<file path="src/rtl/hazard_controller.sv">
// rtl/hazard_controller.sv - load-use stall, redirect flush and EX operand forwarding control for a 5-stage pipeline
module hazard_controller #(
    parameter int CNT_WIDTH = 16
) (
    input  logic                 clk,
    input  logic                 reset,
    input  logic                 id_valid,
    input  logic [4:0]           id_rs,
    input  logic [4:0]           id_rt,
    input  logic                 id_uses_rs,
    input  logic                 id_uses_rt,
    input  logic                 id_regwrite,
    input  logic                 id_memread,
    input  logic [4:0]           id_dest,
    input  logic                 ex_redirect,
    input  logic                 clear_counters,
    output logic                 pc_enable,
    output logic                 if_id_enable,
    output logic                 if_id_flush,
    output logic                 id_ex_flush,
    output logic [1:0]           fwd_a,
    output logic [1:0]           fwd_b,
    output logic [CNT_WIDTH-1:0] stall_count,
    output logic [CNT_WIDTH-1:0] flush_count
);

    // Shadow copy of the instructions now in EX, MEM and WB.
    logic       ex_valid, ex_regwrite, ex_memread, ex_uses_rs, ex_uses_rt;
    logic [4:0] ex_dest, ex_rs, ex_rt;
    logic       mem_valid, mem_regwrite, mem_memread;
    logic [4:0] mem_dest;
    logic       wb_valid, wb_regwrite;
    logic [4:0] wb_dest;

    logic redirect, stall, issue;

    // $0 is hardwired to zero, so a write to it never produces a dependency.
    function automatic logic hit(input logic v, input logic rw,
                                 input logic [4:0] dest, input logic [4:0] r);
        return v & rw & (dest != 5'd0) & (r == dest);
    endfunction

    function automatic logic [1:0] fwd_sel(input logic use_reg, input logic [4:0] r,
                                           input logic m_v, input logic m_rw,
                                           input logic m_mr, input logic [4:0] m_dest,
                                           input logic w_v, input logic w_rw,
                                           input logic [4:0] w_dest);
        if (use_reg && hit(m_v, m_rw, m_dest, r) && !m_mr)
            return 2'b10;
        else if (use_reg && hit(w_v, w_rw, w_dest, r))
            return 2'b01;
        else
            return 2'b00;
    endfunction

    always_comb begin
        redirect = ex_redirect & ex_valid;
        stall    = !redirect & id_valid & ex_memread &
                   ((id_uses_rs & hit(ex_valid, ex_regwrite, ex_dest, id_rs)) |
                    (id_uses_rt & hit(ex_valid, ex_regwrite, ex_dest, id_rt)));
        issue    = id_valid & !stall & !redirect;
    end

    always_comb begin
        pc_enable    = 1'b1;
        if_id_enable = 1'b1;
        if_id_flush  = 1'b0;
        id_ex_flush  = 1'b0;
        if (redirect) begin
            if_id_flush = 1'b1;
            id_ex_flush = 1'b1;
        end else if (stall) begin
            pc_enable    = 1'b0;
            if_id_enable = 1'b0;
            id_ex_flush  = 1'b1;
        end
    end

    always_comb begin
        fwd_a = fwd_sel(ex_uses_rs, ex_rs, mem_valid, mem_regwrite, mem_memread, mem_dest,
                        wb_valid, wb_regwrite, wb_dest);
        fwd_b = fwd_sel(ex_uses_rt, ex_rt, mem_valid, mem_regwrite, mem_memread, mem_dest,
                        wb_valid, wb_regwrite, wb_dest);
    end

    always_ff @(posedge clk) begin
        if (reset) begin
            ex_valid     <= 1'b0;
            ex_regwrite  <= 1'b0;
            ex_memread   <= 1'b0;
            ex_uses_rs   <= 1'b0;
            ex_uses_rt   <= 1'b0;
            ex_dest      <= 5'd0;
            ex_rs        <= 5'd0;
            ex_rt        <= 5'd0;
            mem_valid    <= 1'b0;
            mem_regwrite <= 1'b0;
            mem_memread  <= 1'b0;
            mem_dest     <= 5'd0;
            wb_valid     <= 1'b0;
            wb_regwrite  <= 1'b0;
            wb_dest      <= 5'd0;
        end else begin
            wb_valid     <= mem_valid;
            wb_regwrite  <= mem_regwrite;
            wb_dest      <= mem_dest;
            mem_valid    <= ex_valid;
            mem_regwrite <= ex_regwrite;
            mem_memread  <= ex_memread;
            mem_dest     <= ex_dest;
            ex_valid     <= issue;
            ex_regwrite  <= issue & id_regwrite;
            ex_memread   <= issue & id_memread;
            ex_uses_rs   <= issue & id_uses_rs;
            ex_uses_rt   <= issue & id_uses_rt;
            ex_dest      <= id_dest;
            ex_rs        <= id_rs;
            ex_rt        <= id_rt;
        end
    end

    // Counters saturate so a long run never reports a deceptively small total.
    always_ff @(posedge clk) begin
        if (reset || clear_counters) begin
            stall_count <= '0;
            flush_count <= '0;
        end else begin
            if (stall && stall_count != '1)
                stall_count <= stall_count + 1'b1;
            if (redirect && flush_count != '1)
                flush_count <= flush_count + 1'b1;
        end
    end

endmodule

</file>
<file path="config.mk">
export PLATFORM = sky130hd
export DESIGN_NAME = hazard_controller
export DESIGN_NICKNAME = d
export VERILOG_FILES = /design/src/rtl/hazard_controller.sv
export SDC_FILE = /design/constraint.sdc
export NUM_CORES = 1
export LEC_CHECK = 0
export BUFFER_PORTS_ARGS = -buffer_cell sky130_fd_sc_hd__buf_2
export CAP_MARGIN = 30
export CELL_PAD_IN_SITES_DETAIL_PLACEMENT = 1
export CELL_PAD_IN_SITES_GLOBAL_PLACEMENT = 1
export CORE_ASPECT_RATIO = 1.5
export CORE_MARGIN = 1
export CORE_UTILIZATION = 41
export DETAILED_ROUTE_END_ITERATION = 16
export MAX_ROUTING_LAYER = met4
export PLACE_DENSITY = 0.84
export SKIP_LAST_GASP = 1
export SLEW_MARGIN = 30
export SYNTH_ARGS = -nofsm -noshare
export SYNTH_HDL_FRONTEND = slang
export SYNTH_SLANG_ARGS = --single-unit
</file>
<file path="constraint.sdc">
create_clock -name clk -period 2.5 [get_ports clk]
set_input_delay 0.25 -clock clk [delete_from_list [all_inputs] [get_ports clk]]
set_output_delay 0.25 -clock clk [all_outputs]
set_load 0.02 [all_outputs]
</file>
# [Word level (Yosys, flattened, before mapping)]
# Index checks and enable logic that the tools add are counted.
[totals] ff_bits=67 latch_bits=0 ramBits=0 romBits=0 inputBits=24 output_inout_bits=40 elab_cells=76 n_memories=0
[op_classes] add_sub_neg=2 multipliers=0 div=0 magnitude_cmp=0 eq_ne=8 shifts=0 mux=9 n_bitwise=25 n_reduce_logical=15
[op_table] operator="adder 16 x 1 -> 16 bit (second input constant)" n=2
[op_table] operator="!= test 16 bit (second input constant)" n=2
[op_table] operator="equality test 5 bit" n=6
[op_table] operator="bitwise AND 1 bit" n=24
[op_table] operator="nonzero test 5 bit" n=3
[op_table] operator="logical AND 1 bit" n=8
[op_table] operator="2-to-1 mux 1 bit" n=7
[op_table] operator="2-to-1 mux 2 bit" n=2
[op_table] operator="zero test 1 bit" n=3
[op_table] operator="logical OR 1 bit" n=1
[op_table] operator="bitwise OR 1 bit" n=1

# [Longest topological paths before layout]
[logic_depth] depth_word=10 ltp_mapped=8 mapped_depth_nobuf=6

# [Worst setup path before layout]
# No wires, ideal clock.
[synth_timing] path_type="reg2out" from="register mem_dest[1]" to="output fwd_a[0]" arrival_time_ns=1.705 required_time_ns=2.250 setup_slack_ns=0.545 path_stages_with_launch=5 n_path_buf=0 path_cell_list="dfxtp_1 > or4_1 > o21ai_0 > nor2_1 > nor3_1"
[synth_between] elab_chain_len=6 word_cells_on_any_way=7 classes_between="eq/ne (1); mux (1); bitwise (2); reduce/logical (3)"
[synth_lines] element="start: declaration" line_no="31" text="logic [4:0] mem_dest;"
[synth_lines] element="start signal: assignment" line_no="110" text="mem_dest <= ex_dest;"
[synth_lines] element="nonzero test 5 bit" line_no="40" text="return v & rw & (dest != 5'd0) & (r == dest);"
[synth_lines] element="bitwise AND 1 bit" line_no="40"
[synth_lines] element="bitwise AND 1 bit (*)" line_no="40"
[synth_lines] element="logical AND 1 bit (*) (2 in series)" line_no="48" text="if (use_reg && hit(m_v, m_rw, m_dest, r) && !m_mr)"
[synth_lines] element="2-to-1 mux 2 bit (*)" line_no="48"
[synth_lines] element="end: declaration" line_no="21" text="output logic [1:0] fwd_a,"
# Every way passes the cells marked *; elsewhere a longest branch is shown, timed or not.

# [Worst setup path in the final report]
[layout_timing] from="register ex_dest[3]" to="output id_ex_flush"
[layout_between] elab_chain_len=8 word_cells_on_any_way=12 classes_between="eq/ne (2); mux (2); bitwise (7); reduce/logical (1)"
[layout_lines] element="start: declaration" line_no="29" text="logic [4:0] ex_dest, ex_rs, ex_rt;"
[layout_lines] element="start signal: assignment" line_no="116" text="ex_dest <= id_dest;"
[layout_lines] element="nonzero test 5 bit" line_no="40"
[layout_lines] element="bitwise AND 1 bit (2 in series)" line_no="40"
[layout_lines] element="bitwise AND 1 bit, on equally long branches" line_no="59, 60"
[layout_lines] element="bitwise OR 1 bit (*)" line_no="59" text="((id_uses_rs & hit(ex_valid, ex_regwrite, ex_dest, id_rs)) |"
[layout_lines] element="bitwise AND 1 bit (*)" line_no="58" text="stall = !redirect & id_valid & ex_memread &"
[layout_lines] element="2-to-1 mux 1 bit (*)" line_no="72" text="end else if (stall) begin"
[layout_lines] element="2-to-1 mux 1 bit (*)" line_no="69" text="if (redirect) begin"
[layout_lines] element="end: declaration" line_no="20" text="output logic id_ex_flush,"
# Marks and branches as above.

==> impl_metrics.py <==
metrics = {
    "status": {
        "status": "completed",
    },
    "synth": {
        "synth_cells": 333,
        "synth_edf_count": 0,
        "synth_top_area_share_pct": 44.32,
        "ys_types": 40,
        "yosysWarnings": 0,
        "synth_area_leader_cell": "dfxtp_1",
        "syn-cell-area_mm2": 0.003027,
        "yosysSeqAreaShare_pct": 44.32,
        "synth-main-ff-cell": "dfxtp_1",
        "ys_async_sr_fraction_pct": 0,
        "postSynthRegisterBits": 67,
        "netlist_top_cells_area": "dfxtp_1, xor2_1, nor2b_1, or4_1, o31ai_1",
        "avgSynthCellArea_um2": 9.089,
        "syn_nets": 359,
    },
    "grt": {
        "grt_pass1_vias": 2813,
        "grt_pass1_wl_mm": 13.50,
        "antenna_found_initial": 0,
        "grt_max_degree": 34,
        "grt_overflow": 0,
        "grt_use_total_pct": 23.65,
    },
    "power_and_ir_drop": {
        "p_clk_share_pct": 48.9,
        "power_leakage_nw": 1.527,
        "sw_frac_of_total_pct": 21.74,
        "seqPwrFrac_pct": 45.6,
        "power_density_mw_per_mm2": 665.2,
        "p_int_mw": 1.918,
        "power_switching_mw": 0.5326,
        "irDropWorstVdd_uv": 331.2,
        "p_comb_share_pct": 5.5,
    },
    "cts": {
        "cts_root_buf": "clkbuf_8",
        "cts_setup_buffers": 0,
        "clock_latency_ns": 0.35,
        "cts_sinks": 67,
        "cts_made_buffers": 9,
        "cts_hold_buffers": 0,
        "clkSlewWorstSetupHoldPaths_ns": 0.07,
        "cts_resized": 0,
        "ctsLongestPathBuffers": 2,
        "cts_tree": "built",
        "h-tree-depth": 3,
    },
    "sta": {
        "setup-violations-final": 0,
        "clock-skew-final_ns": 0.01203,
        "relSlewSlack_pct": 43.86,
        "report.final.slew_viol_count": 0,
        "rsz0062_at_grt": "false",
        "fin_crit_sh_pct": 95.94,
        "worstMarginPinSlew_ns": 0.8421,
        "fin_crit_ns": 2.399,
        "finalWorstSetupSlack_ns": 0.1015,
        "final_hold_viol_count": 0,
        "fin_setup_tns_ns": 0,
        "fmax_mhz": 416.9,
    },
    "final_layout": {
        "synthToLayoutAreaGrowth_pct": 21.70,
        "antenna_cells": 0,
        "finalNetCount": 420,
        "drive_gt1_share_pct": 21.55,
        "post-route-util_pct": 51.31,
    },
    "worst_setup_path": {
        "startpoint_type": "register",
        "critical_path_arrival_ns": 2.15,
        "cp.required_ns": 2.25,
        "path_max_fanout": 33,
        "crit_chain": "xor2_1, nor4_2, a32oi_2, buf_4, nand2b_1, nand2_1, buf_2",
        "critPathSlowestCell": "nor4_2",
        "slowest_delay_ns": 0.36,
        "cp-end-kind": "output pin",
        "worstSetupPathType": "register to output pin",
    },
    "run": {
        "drv_cap": 0,
    },
    "placed_design": {
        "dp_hpwl_mm": 5.950,
        "place_ws_ns": 0.3626,
        "port_buffers": 63,
        "place.gp.congestion": 0.8225,
    },
    "die": {
        "initial_core_util_pct": 42.16,
        "io_pins": 64,
        "core_area_mm2": 0.007179,
        "die_w_um": 72.15,
        "die_h_um": 107.2,
        "fp.dieArea_mm2": 0.007737,
        "rows": 38,
    },
    "min_path": {
        "hold_class": "input port to register",
    },
    "routing": {
        "vias": 2708,
        "route.met2.wl_mm": 4.701,
        "dr.pass1.iters": 4,
        "viasPerCell": 5.427,
        "maxUsedRoutingLayer": "met4",
        "wirelength_met1_mm": 3.239,
        "drcViolationCount": 0,
        "wl_met3_um": 256,
        "drtIter0Drc": 110,
        "routed_wl_mm": 8.356,
        "drtAntennaViolNets": 0,
        "avgRoutedWirePerCell_um": 16.75,
    },
}
## power by group through the flow
stage          sequential, mW  clock (mW)  combinational (mW)
5_1_grt                  1.12        1.27               0.148
4_1_cts                  1.12        1.21               0.134
3_5_place_dp             1.14           0               0.132
2_1_floorplan            1.13           0              0.0832
3_3_place_gp             1.14           0               0.126
6_report                 1.12        1.20               0.134
## cell usage after synthesis (2+ instances only)
cell type  instances
nor2_1            19
nand4_1            9
xor2_1            28
nor4_1             8
inv_1              6
and3_1             2
nand2_1           23
or3_1              9
or4_1             17
o31ai_1           14
o211ai_1           5
a31oi_1            2
nand3_1           13
a21oi_1           20
and4_1             3
o21ai_0            7
mux2i_1            3
buf_6              2
nor2b_1           30
a41o_1             2
ha_1               2
and2_1             6
clkbuf_1           9
nor3_1             4
buf_2              2
xnor2_1            8
dfxtp_1           67
## layout make-up
type                            instances  area (um^2)
Clock inverter                          6        137.6
Timing Repair Buffer                   65        330.3
Inverter                                6        22.52
Sequential cell                        67         1341
Clock buffer                           10        127.6
Tap cell                              100        125.1
Multi-Input combinational cell        245         1599
Fill cell                             858         3496
## logic make-up (layout without fill, tap and decap cells)
group           count (synthesis)  after routing  synth area share [%]
flops                          67             67                 44.32
xor+xnor                       36             36                 10.42
buf+inv                        21             87                 3.307
fa+ha+maj                       2              2                0.8267
compound gates                 57             57                 12.69
mux                             3              3                0.9922
simple gates                  147            147                 27.45
## layer usage
| metal | track usage, % | vias up |
|---|---|---|
| met1 | 22.93 | 1312 |
| met5 | - | - |
| met3 | 4.605 | 14 |
| met4 | 9.944 | 0 |
| li1 | - | 1325 |
| met2 | 44.53 | 57 |
## worst paths after layout
| kind | start | end | slack, ns | cells past startpoint |
|---|---|---|---|---|
| hold reg to reg | ex_memread | mem_memread | 0.47 | 1 |
| hold / removal | id_dest[3] | ex_dest[3] | 0.11 | 2 |
| setup / recovery | ex_dest[3] | id_ex_flush | 0.10 | 7 |
| setup reg to reg | ex_dest[3] | stall_count[15] | 0.40 | 6 |
## metrics by stage
step                power, mW  instances  area (um^2)  hold slack (ns)
floorplan               1.217        333         3027           0.3717
global placement        1.265        483         3412           0.4530
detailed placement      1.273        483         3412           0.4617
CTS                     2.466        499         3677          0.09671
global route            2.538        499         3684           0.1020
finish                  2.450        499         3684           0.1059
## worst max-delay path: cells and delay by family (launching register included)
family	cells	cell delay, ns
flops	1	0.35
simple gates	3	0.67
buf+inv	2	0.42
compound gates	1	0.16
xor+xnor	1	0.18
## cells in the final DEF (no fill, tap or decap), types with 2 or more instances in the layout
cell       instances
dfxtp_1           67
buf_2             63
nor2b_1           30
xor2_1            28
nand2_1           23
a21oi_1           20
nor2_1            19
or4_1             17
o31ai_1           14
nand3_1           13
nand4_1            9
or3_1              9
clkbuf_8           9
xnor2_1            8
o21ai_0            7
nor4_1             7
inv_1              6
and2_1             6
o211ai_1           5
nor3_1             4
bufinv_16          4
and4_1             3
mux2i_1            3
and3_1             2
a31oi_1            2
a41o_1             2
ha_1               2
clkinv_4           2
buf_4              2
## state kept, by name (all words and copies together), names as in the netlist
signal        cells
wb_dest           5
ex_memread        1
mem_regwrite      1
flush_count      16
ex_regwrite       1
ex_rs             5
mem_dest          5
mem_memread       1
ex_rt             5
ex_uses_rt        1
mem_valid         1
wb_valid          1
ex_dest           5
ex_uses_rs        1
ex_valid          1
wb_regwrite       1
stall_count      16
Power figures use the tool's default switching activity.
